===== config.mk =====
export PLATFORM = sky130hd
export DESIGN_NAME = mem_byte_bridge
export DESIGN_NICKNAME = d
export VERILOG_FILES = /design/src/rtl/mem_byte_bridge_pkg.sv /design/src/rtl/mem_byte_bridge_lanes.sv /design/src/rtl/mem_byte_bridge.sv
export SDC_FILE = /design/constraint.sdc
export NUM_CORES = 1
export LEC_CHECK = 0
export ABC_AREA = 1
export ABC_CLOCK_PERIOD_IN_PS = 2200
export BUFFER_PORTS_ARGS = -buffer_cell sky130_fd_sc_hd__buf_4
export CORE_AREA = 4 4 113 115
export CTS_BUF_LIST = sky130_fd_sc_hd__clkbuf_8
export CTS_CLUSTER_DIAMETER = 60
export DETAILED_ROUTE_END_ITERATION = 7
export DIE_AREA = 0 0 117 119
export PLACE_DENSITY = 0.67
export SYNTH_ARGS = -nofsm -noshare
export SYNTH_HDL_FRONTEND = slang
export SYNTH_HIERARCHICAL = 1
export SYNTH_SLANG_ARGS = --single-unit

===== constraint.sdc =====
create_clock -name clk -period 2.2 [get_ports clk]
set_input_delay 0.22 -clock clk [delete_from_list [all_inputs] [get_ports clk]]
set_output_delay 0.22 -clock clk [all_outputs]
set_load 0.005 [all_outputs]

===== src/rtl/mem_byte_bridge_pkg.sv =====
// Shared encodings and constants for the word-to-byte memory bridge.
// Imported by the bridge FSM and its byte-lane register.
package mem_byte_bridge_pkg;

    localparam int          BYTES_PER_WORD = 4;
    localparam logic [7:0]  IDLE_ADDR      = 8'hFF;
    localparam logic [5:0]  ILLEGAL_WADDR  = 6'h3F;

    localparam logic [1:0]  OP_FETCH       = 2'b00;
    localparam logic [1:0]  OP_LOAD        = 2'b01;
    localparam logic [1:0]  OP_STORE       = 2'b10;

    typedef enum logic [1:0] {
        IDLE,
        XFER,
        RESP
    } state_t;

    // Reserved encoding 2'b11 behaves as a load.
    function automatic logic is_read_op(input logic [1:0] op);
        return op != OP_STORE;
    endfunction

endpackage


===== src/rtl/mem_byte_bridge_lanes.sv =====
// Four byte lanes: assemble read beats into a word, or hand out
// store bytes one lane at a time.
module word_byte_lanes
    import mem_byte_bridge_pkg::*;
(
    input  logic        clk,
    input  logic        rst,
    input  logic        i_load,
    input  logic [31:0] i_load_word,
    input  logic        i_we,
    input  logic [1:0]  i_idx,
    input  logic [7:0]  i_din,
    input  logic [1:0]  i_sel,
    output logic [31:0] o_word_next,
    output logic [7:0]  o_sel_byte
);

    logic [BYTES_PER_WORD-1:0][7:0] r_lanes;
    logic [BYTES_PER_WORD-1:0][7:0] w_next;

    always_ff @(posedge clk) begin
        if (!rst) begin
            r_lanes <= '0;
        end else if (i_load) begin
            r_lanes <= i_load_word;
        end else if (i_we) begin
            r_lanes[i_idx] <= i_din;
        end
    end

    // Word as it will look once the current beat lands.
    always_comb begin
        w_next        = r_lanes;
        w_next[i_idx] = i_din;
    end

    assign o_word_next = w_next;
    assign o_sel_byte  = r_lanes[i_sel];

endmodule


===== src/rtl/mem_byte_bridge.sv =====
// Moves 32-bit core requests over the 8-bit external bus as four
// LSB-first byte beats; address_out = IDLE_ADDR when no beat is active.
module mem_byte_bridge
    import mem_byte_bridge_pkg::*;
(
    input  logic        clk,
    input  logic        rst,
    input  logic        req_valid,
    output logic        req_ready,
    input  logic [1:0]  req_op,
    input  logic [5:0]  req_addr,
    input  logic [31:0] req_wdata,
    output logic        rsp_valid,
    output logic [31:0] rsp_data,
    output logic        rsp_err,
    input  logic [7:0]  data_in,
    output logic [7:0]  data_out,
    output logic [7:0]  address_out,
    output logic        mem_read,
    output logic        mem_write
);

    state_t      r_state;
    logic [1:0]  r_k;
    logic [1:0]  r_op;
    logic [5:0]  r_addr;
    logic        r_req_ready;
    logic        r_rsp_valid;
    logic [31:0] r_rsp_data;
    logic        r_rsp_err;
    logic [7:0]  r_data_out;
    logic [7:0]  r_address_out;
    logic        r_mem_read;
    logic        r_mem_write;

    logic        w_accept;
    logic        w_rd;
    logic [1:0]  w_k_next;
    logic [31:0] w_load_word;
    logic [31:0] w_word_next;
    logic [7:0]  w_sel_byte;

    assign w_accept    = (r_state == IDLE) && req_valid;
    assign w_rd        = is_read_op(r_op);
    assign w_k_next    = r_k + 2'd1;
    assign w_load_word = is_read_op(req_op) ? 32'd0 : req_wdata;

    word_byte_lanes u_lanes (
        .clk         (clk),
        .rst         (rst),
        .i_load      (w_accept),
        .i_load_word (w_load_word),
        .i_we        ((r_state == XFER) && w_rd),
        .i_idx       (r_k),
        .i_din       (data_in),
        .i_sel       (w_k_next),
        .o_word_next (w_word_next),
        .o_sel_byte  (w_sel_byte)
    );

    always_ff @(posedge clk) begin
        if (!rst) begin
            r_state       <= IDLE;
            r_k           <= 2'd0;
            r_op          <= OP_FETCH;
            r_addr        <= 6'd0;
            r_req_ready   <= 1'b1;
            r_rsp_valid   <= 1'b0;
            r_rsp_data    <= 32'd0;
            r_rsp_err     <= 1'b0;
            r_data_out    <= 8'h00;
            r_address_out <= IDLE_ADDR;
            r_mem_read    <= 1'b0;
            r_mem_write   <= 1'b0;
        end else begin
            unique case (r_state)
                IDLE: begin
                    if (w_accept) begin
                        r_op        <= req_op;
                        r_addr      <= req_addr;
                        r_k         <= 2'd0;
                        r_req_ready <= 1'b0;
                        if (req_addr == ILLEGAL_WADDR) begin
                            r_state     <= RESP;
                            r_rsp_valid <= 1'b1;
                            r_rsp_err   <= 1'b1;
                            r_rsp_data  <= 32'd0;
                        end else begin
                            r_state       <= XFER;
                            r_address_out <= {req_addr, 2'b00};
                            r_mem_read    <= is_read_op(req_op);
                            r_mem_write   <= !is_read_op(req_op);
                            r_data_out    <= w_load_word[7:0];
                        end
                    end
                end
                XFER: begin
                    if (r_k == 2'(BYTES_PER_WORD - 1)) begin
                        r_state       <= RESP;
                        r_rsp_valid   <= 1'b1;
                        r_rsp_err     <= 1'b0;
                        r_rsp_data    <= w_rd ? w_word_next : 32'd0;
                        r_address_out <= IDLE_ADDR;
                        r_data_out    <= 8'h00;
                        r_mem_read    <= 1'b0;
                        r_mem_write   <= 1'b0;
                    end else begin
                        r_k           <= w_k_next;
                        r_address_out <= {r_addr, w_k_next};
                        r_data_out    <= w_rd ? 8'h00 : w_sel_byte;
                    end
                end
                RESP: begin
                    r_state     <= IDLE;
                    r_k         <= 2'd0;
                    r_rsp_valid <= 1'b0;
                    r_req_ready <= 1'b1;
                end
                default: r_state <= IDLE;
            endcase
        end
    end

    assign req_ready   = r_req_ready;
    assign rsp_valid   = r_rsp_valid;
    assign rsp_data    = r_rsp_data;
    assign rsp_err     = r_rsp_err;
    assign data_out    = r_data_out;
    assign address_out = r_address_out;
    assign mem_read    = r_mem_read;
    assign mem_write   = r_mem_write;

endmodule


After elaboration in Yosys (flattened, before gate mapping) --
Cells that the tools add are included.
Word-level totals: bits in registers 97, output and inout bits 53
Cells by class: $add $sub $neg 1, $lt $le $gt $ge 3, equality and inequality tests 11, multiplexer cells 43, reductions and logical operators 17
Operators with widths (count):
- $mux 32 | 7
- $mux 8 | 9
- $pmux 32 s2 | 1
- $bwmux 32 | 1
- $pmux 8 s2 | 2
- $bmux 8 s2 | 1
- $demux 8 s2 | 1
- $reduce_and 4->1 | 3
- $mux 2 | 5
- $mux 1 | 9
- $ne 2x2->1 const B | 4
- $pmux 1 s2 | 4
- $eq 6x6->1 const B | 1
- $lt 2x3->1 const B | 2
- $ne 2x1->1 const B | 3
- $pmux 2 s3 | 1
- $reduce_and 2->1 | 3
- $reduce_and 3->1 | 2
- $reduce_bool 2->1 | 3
- $eq 2x2->1 const B | 2
- $pmux 2 s2 | 1
- $logic_and 1x1->1 | 3
- $pmux 1 s3 | 1
- $reduce_bool 3->1 | 1
- 5 further kinds | 5

Depth between registers and ports, before layout --
word-level depth 8, mapped depth 11, depth with buffers taken out 9

By module --
The synthesis kept the hierarchy.
Modules (own cells, without submodules):
- mem_byte_bridge | instances 1, cells each 411, area an instance 2874.0 um2, sequential area each 1301.2 um2
- word_byte_lanes | instances 1, cells each 369, area an instance 2366.0 um2, sequential area each 640.6 um2

Worst setup path after synthesis --
No wires, ideal clock.
kind flip-flop to flip-flop, start point reg r_k[0], end point reg r_data_out[0] (netlist: data_out[0]), library setup time 0.116 ns, data arrival time 1.721 ns, data required time 2.084 ns, path slack 0.363 ns, cell stages (with the launch flop) 12, period minus slack after synthesis 1.837 ns, path through dfxtp_1 -> inv_1 -> ha_1 -> clkbuf_1 -> buf_2 -> a21oi_1 -> o21ai_0 -> nand2_1 -> nand2_1 -> o21ai_0 -> o21ai_0 -> nor2_1
On the way: longest elaborated chain between the ends 6, elaborated cells between the ends (all ways) 7
RTL lines:
- from (decl) | line mem_byte_bridge.sv:24 | logic [1:0] r_k;
- from (signal assigned) | line mem_byte_bridge.sv:108 | r_k <= w_k_next;
- $add 2x1->2 | line mem_byte_bridge.sv:45 | assign w_k_next = r_k + 2'd1;
- net w_k_next[0] | line mem_byte_bridge.sv:38 | logic [1:0] w_k_next;
- $bmux 8 s2 | line mem_byte_bridge_lanes.sv:38 | assign o_sel_byte = r_lanes[i_sel];
- $mux 8 (not written as such) | line mem_byte_bridge_lanes.sv:38
- net w_sel_byte[0] | line mem_byte_bridge.sv:41 | logic [7:0] w_sel_byte;
- $mux 8 | line mem_byte_bridge.sv:110 | r_data_out <= w_rd ? 8'h00 : w_sel_byte;
- $mux 8 | line mem_byte_bridge.sv:98 | if (r_k == 2'(BYTES_PER_WORD - 1)) begin
- $pmux 8 s2 | line mem_byte_bridge.sv:76 | unique case (r_state)
- to (signal assigned) | line mem_byte_bridge.sv:93 | r_data_out <= w_load_word[7:0];
- to (signal assigned) | line mem_byte_bridge.sv:110
- to (decl) | line mem_byte_bridge.sv:31 | logic [7:0] r_data_out;
The timed path passes the listed nets, and every way through them passes these cells. The select of a mux whose other input is x is not followed. A chain may end at the register's enable or synchronous reset.

Worst setup path in the final report --
start point reg r_state[1], end point reg u_lanes/r_lanes[22] (netlist name)
On the way: longest elaborated chain between the ends 3, elaborated cells between the ends (all ways) 6
RTL lines:
- from (decl) | line mem_byte_bridge.sv:23 | state_t r_state;
- from (signal assigned) | line mem_byte_bridge.sv:63 | r_state <= IDLE;
- from (signal assigned) | line mem_byte_bridge.sv:84 | r_state <= RESP;
- from (signal assigned) | line mem_byte_bridge.sv:89 | r_state <= XFER;
- $logic_not 2->1 (*) | line mem_byte_bridge.sv:43 | assign w_accept = (r_state == IDLE) && req_valid;
- $logic_and 1x1->1 (*) | line mem_byte_bridge.sv:43
- net w_accept | line mem_byte_bridge.sv:36 | logic w_accept;
- $mux 32 / $reduce_bool 2->1 (equally long branches)
- to (signal assigned) | line mem_byte_bridge_lanes.sv:25 | r_lanes <= i_load_word;
- to (signal, indexed assignment) | line mem_byte_bridge_lanes.sv:27 | r_lanes[i_idx] <= i_din;
- to (decl) | line mem_byte_bridge_lanes.sv:18 | logic [BYTES_PER_WORD-1:0][7:0] r_lanes;
Mark *: on every way through the listed nets, which the timed path passes. The rest lies on a longest branch.

==> qor.yml <==
clock.fmax_ghz: 0.507
antenna_found_initial: 0
overflow: 0
ys.flop_type: "dfxtp_1"
end_kind: "flip-flop"
hold_violations: 0
switching_share_pct: 37.9
grt_max_degree: 40
finalWirelength_mm: 15.3
cp.arrival_ns: 2.27
dieArea_sq_um: 13900
design_area_sq_um: 6240
setup-tns-final_ns: 0
required_ns: 2.50
syn2layout_area_growth_pct: 19.2
cts.reportedPaths.clkPinSlew_ns: 0.09
yosysTopAreaCell: "dfxtp_1"
ys_seq_elements: 97
maxSlewHeadroom_pct: 46.1
maxCapViolCount: 0
coreArea_sq_um: 11800
ys_types: 28
setup_violations: 0
vias_per_cell: 5.22
yosysWarnings: 6
die_y_microns: 119
die_w_microns: 117
fin_ws_ns: 0.228
tightestPinTransition_ns: 0.807
synth_top_area_share_pct: 37.1
syn_area_sq_um: 5240
synthTopCellsByArea: "dfxtp_1, nand2_1, nand3_1"
firstDrtPassIters: 7
core.rowCount: 40
min_period_ns: 1.97
ant_nets: 0
clockRootBuffer: "clkbuf_8"
synth_common_cells: "nand2_1, dfxtp_1, nand3_1"
post_cts_buffers: 0
skew_ns: 0.00863
p_leak_uw: 0.00282
topRoutingLayerUsed: "met4"
drt-initial-drc-count: 395
syn_inst: 780
slew_violations: 0
wl_met2_mm: 6.82
cts_tree: "done"
routedWlPerCell_microns: 15.0
gp_congestion: 0.882
fin_crit_sh_pct: 89.6
pwr-share-clk_pct: 23.5
timing.hold.ws_ns: 0.125
io_buffers: 103
grt_pass1_vias: 4886
postCtsResizedCells: 0
cts_hold_buf: 0
power.density_nw_per_um2: 789
cts_buffers: 9
worstSetupPathType: "flip-flop to flip-flop"
drt-met1-wl_mm: 7.46
async_reset_ff_share_pct: 0
io-pin-count: 104
grt_pass1_wl_mm: 24.5
nets: 920
post-place-ws_ns: 0.275
synth_seq_area_share_pct: 37.1
clk_latency_ns: 0.36
clock_path_buffers: 2
initial_core_util_pct: 44.4
synth_area_per_cell_sq_um: 6.72
dpl_cell_area_sq_um: 6060
yosysMostFrequentCell: "nand2_1"
num_vias: 5319
dp.cells: 1002
hold_path_class: "primary input to flip-flop"
power.internal_uw: 3060
synth_fp_nets: 834
clock_sinks: 97
power_frac_comb_pct: 35.0
dr_wl_met3_microns: 779
dp_hpwl_mm: 11.4
layout.cells.non_filler: 1018
drc: 0
rsz0062_at_grt: "no"
htree_levels: 3
grt_usage_pct: 21.9
start_kind: "flip-flop"
netSwitchingPower_uw: 1870
fill_cells: 1210
status: "complete, no violations"
crit_fanout: 32
vdd_drop_max_uv: 350
synth_enable_flop_cells: 0
diodes: 0
drive_above_1_share_pct: 17.1
p_seq_share_pct: 41.5
registers in the layout, indices dropped and copies added, names as in the netlist, 2 cells and up:
signal,count
r_op,2
u_lanes/r_lanes,32
address_out,8
data_out,8
rsp_data,32
r_addr,6
r_k,2
r_state,2
power by group through the flow:
stage | registers [uW] | clock network, uW | logic (uW)
6_report | 2040 | 1160 | 1720
5_1_grt | 2070 | 1240 | 1930
4_1_cts | 2040 | 1170 | 1720
3_5_place_dp | 2090 | 0 | 1710
3_3_place_gp | 2080 | 0 | 1700
2_1_floorplan | 2080 | 0 | 1190
cell usage in the layout, fill, tap and decap left out:
cell / synthesis / final
nand2_1: 158 / 158
buf_4: 8 / 119
dfxtp_1: 97 / 97
nand3_1: 94 / 94
inv_1: 89 / 92
nor2_1: 66 / 65
a21oi_1: 57 / 57
o21ai_0: 39 / 39
o21ai_1: 33 / 33
a21boi_0: 28 / 28
and2_1: 24 / 24
o211ai_1: 9 / 9
clkbuf_8: 0 / 9
o21a_1: 8 / 8
o22ai_1: 6 / 6
a21boi_1: 5 / 5
inv_2: 4 / 4
nor2_4: 4 / 4
nor2_2: 2 / 3
nand2_2: 3 / 3
ha_1: 3 / 3
clkinv_1: 2 / 2
nand3_2: 2 / 2
nand4_1: 2 / 2
clkinvlp_4: 0 / 2
clkinv_4: 0 / 1
bufinv_16: 0 / 1
nand2_4: 1 / 1
logic make-up after synthesis:
family / count (synthesis) / synth area share, %
compound gates: 185 / 20.2
fa+ha+maj: 3 / 0.716
buf+inv: 139 / 11.8
flops: 97 / 37.1
simple gates: 356 / 30.2
area by class of cell:
cell class	count	area (sq um)	share of cell area (%)
sequential	97	1940	31.1
clock buffer	9	124	1.98
tap	147	184	2.95
timing repair buffer	119	893	14.3
inverter	95	357	5.71
multi-input combinational	544	2680	42.9
clock inverter	7	65.1	1.04
per-layer routing:
layer	GRT usage [%]	vias to the layer above
li1	-	2707
met1	32.2	2434
met2	33.3	163
met3	3.40	15
met4	5.38	0
met5	0	-
worst max-delay path: stages (launching register included):
cell and delay (ns):
dfxtp_1 0.51, nor2_2 0.10, nand2_1 0.10, clkinv_1 0.17, nor2_4 0.68, nand3_1 0.18
a21oi_1 0.15
stage by stage:
step                utilization, %  power [uW]
finish                        52.9        4930
global route                  52.9        5240
CTS                           52.9        4940
detailed placement            51.3        3800
global placement              51.3        3770
floorplan                        -        3270
path summary, 6_finish.rpt:
path / end / slack, ns / depth (start not counted) / from
hold / removal: r_addr[3] / 0.12 / 3 / req_addr[3]
hold reg to reg: req_ready / 0.45 / 2 / req_ready
setup reg to reg: u_lanes/r_lanes[22] / 0.23 / 6 / r_state[1]
setup / recovery: u_lanes/r_lanes[22] / 0.23 / 6 / r_state[1]
No activity file was read; power rests on OpenSTA's default activity.
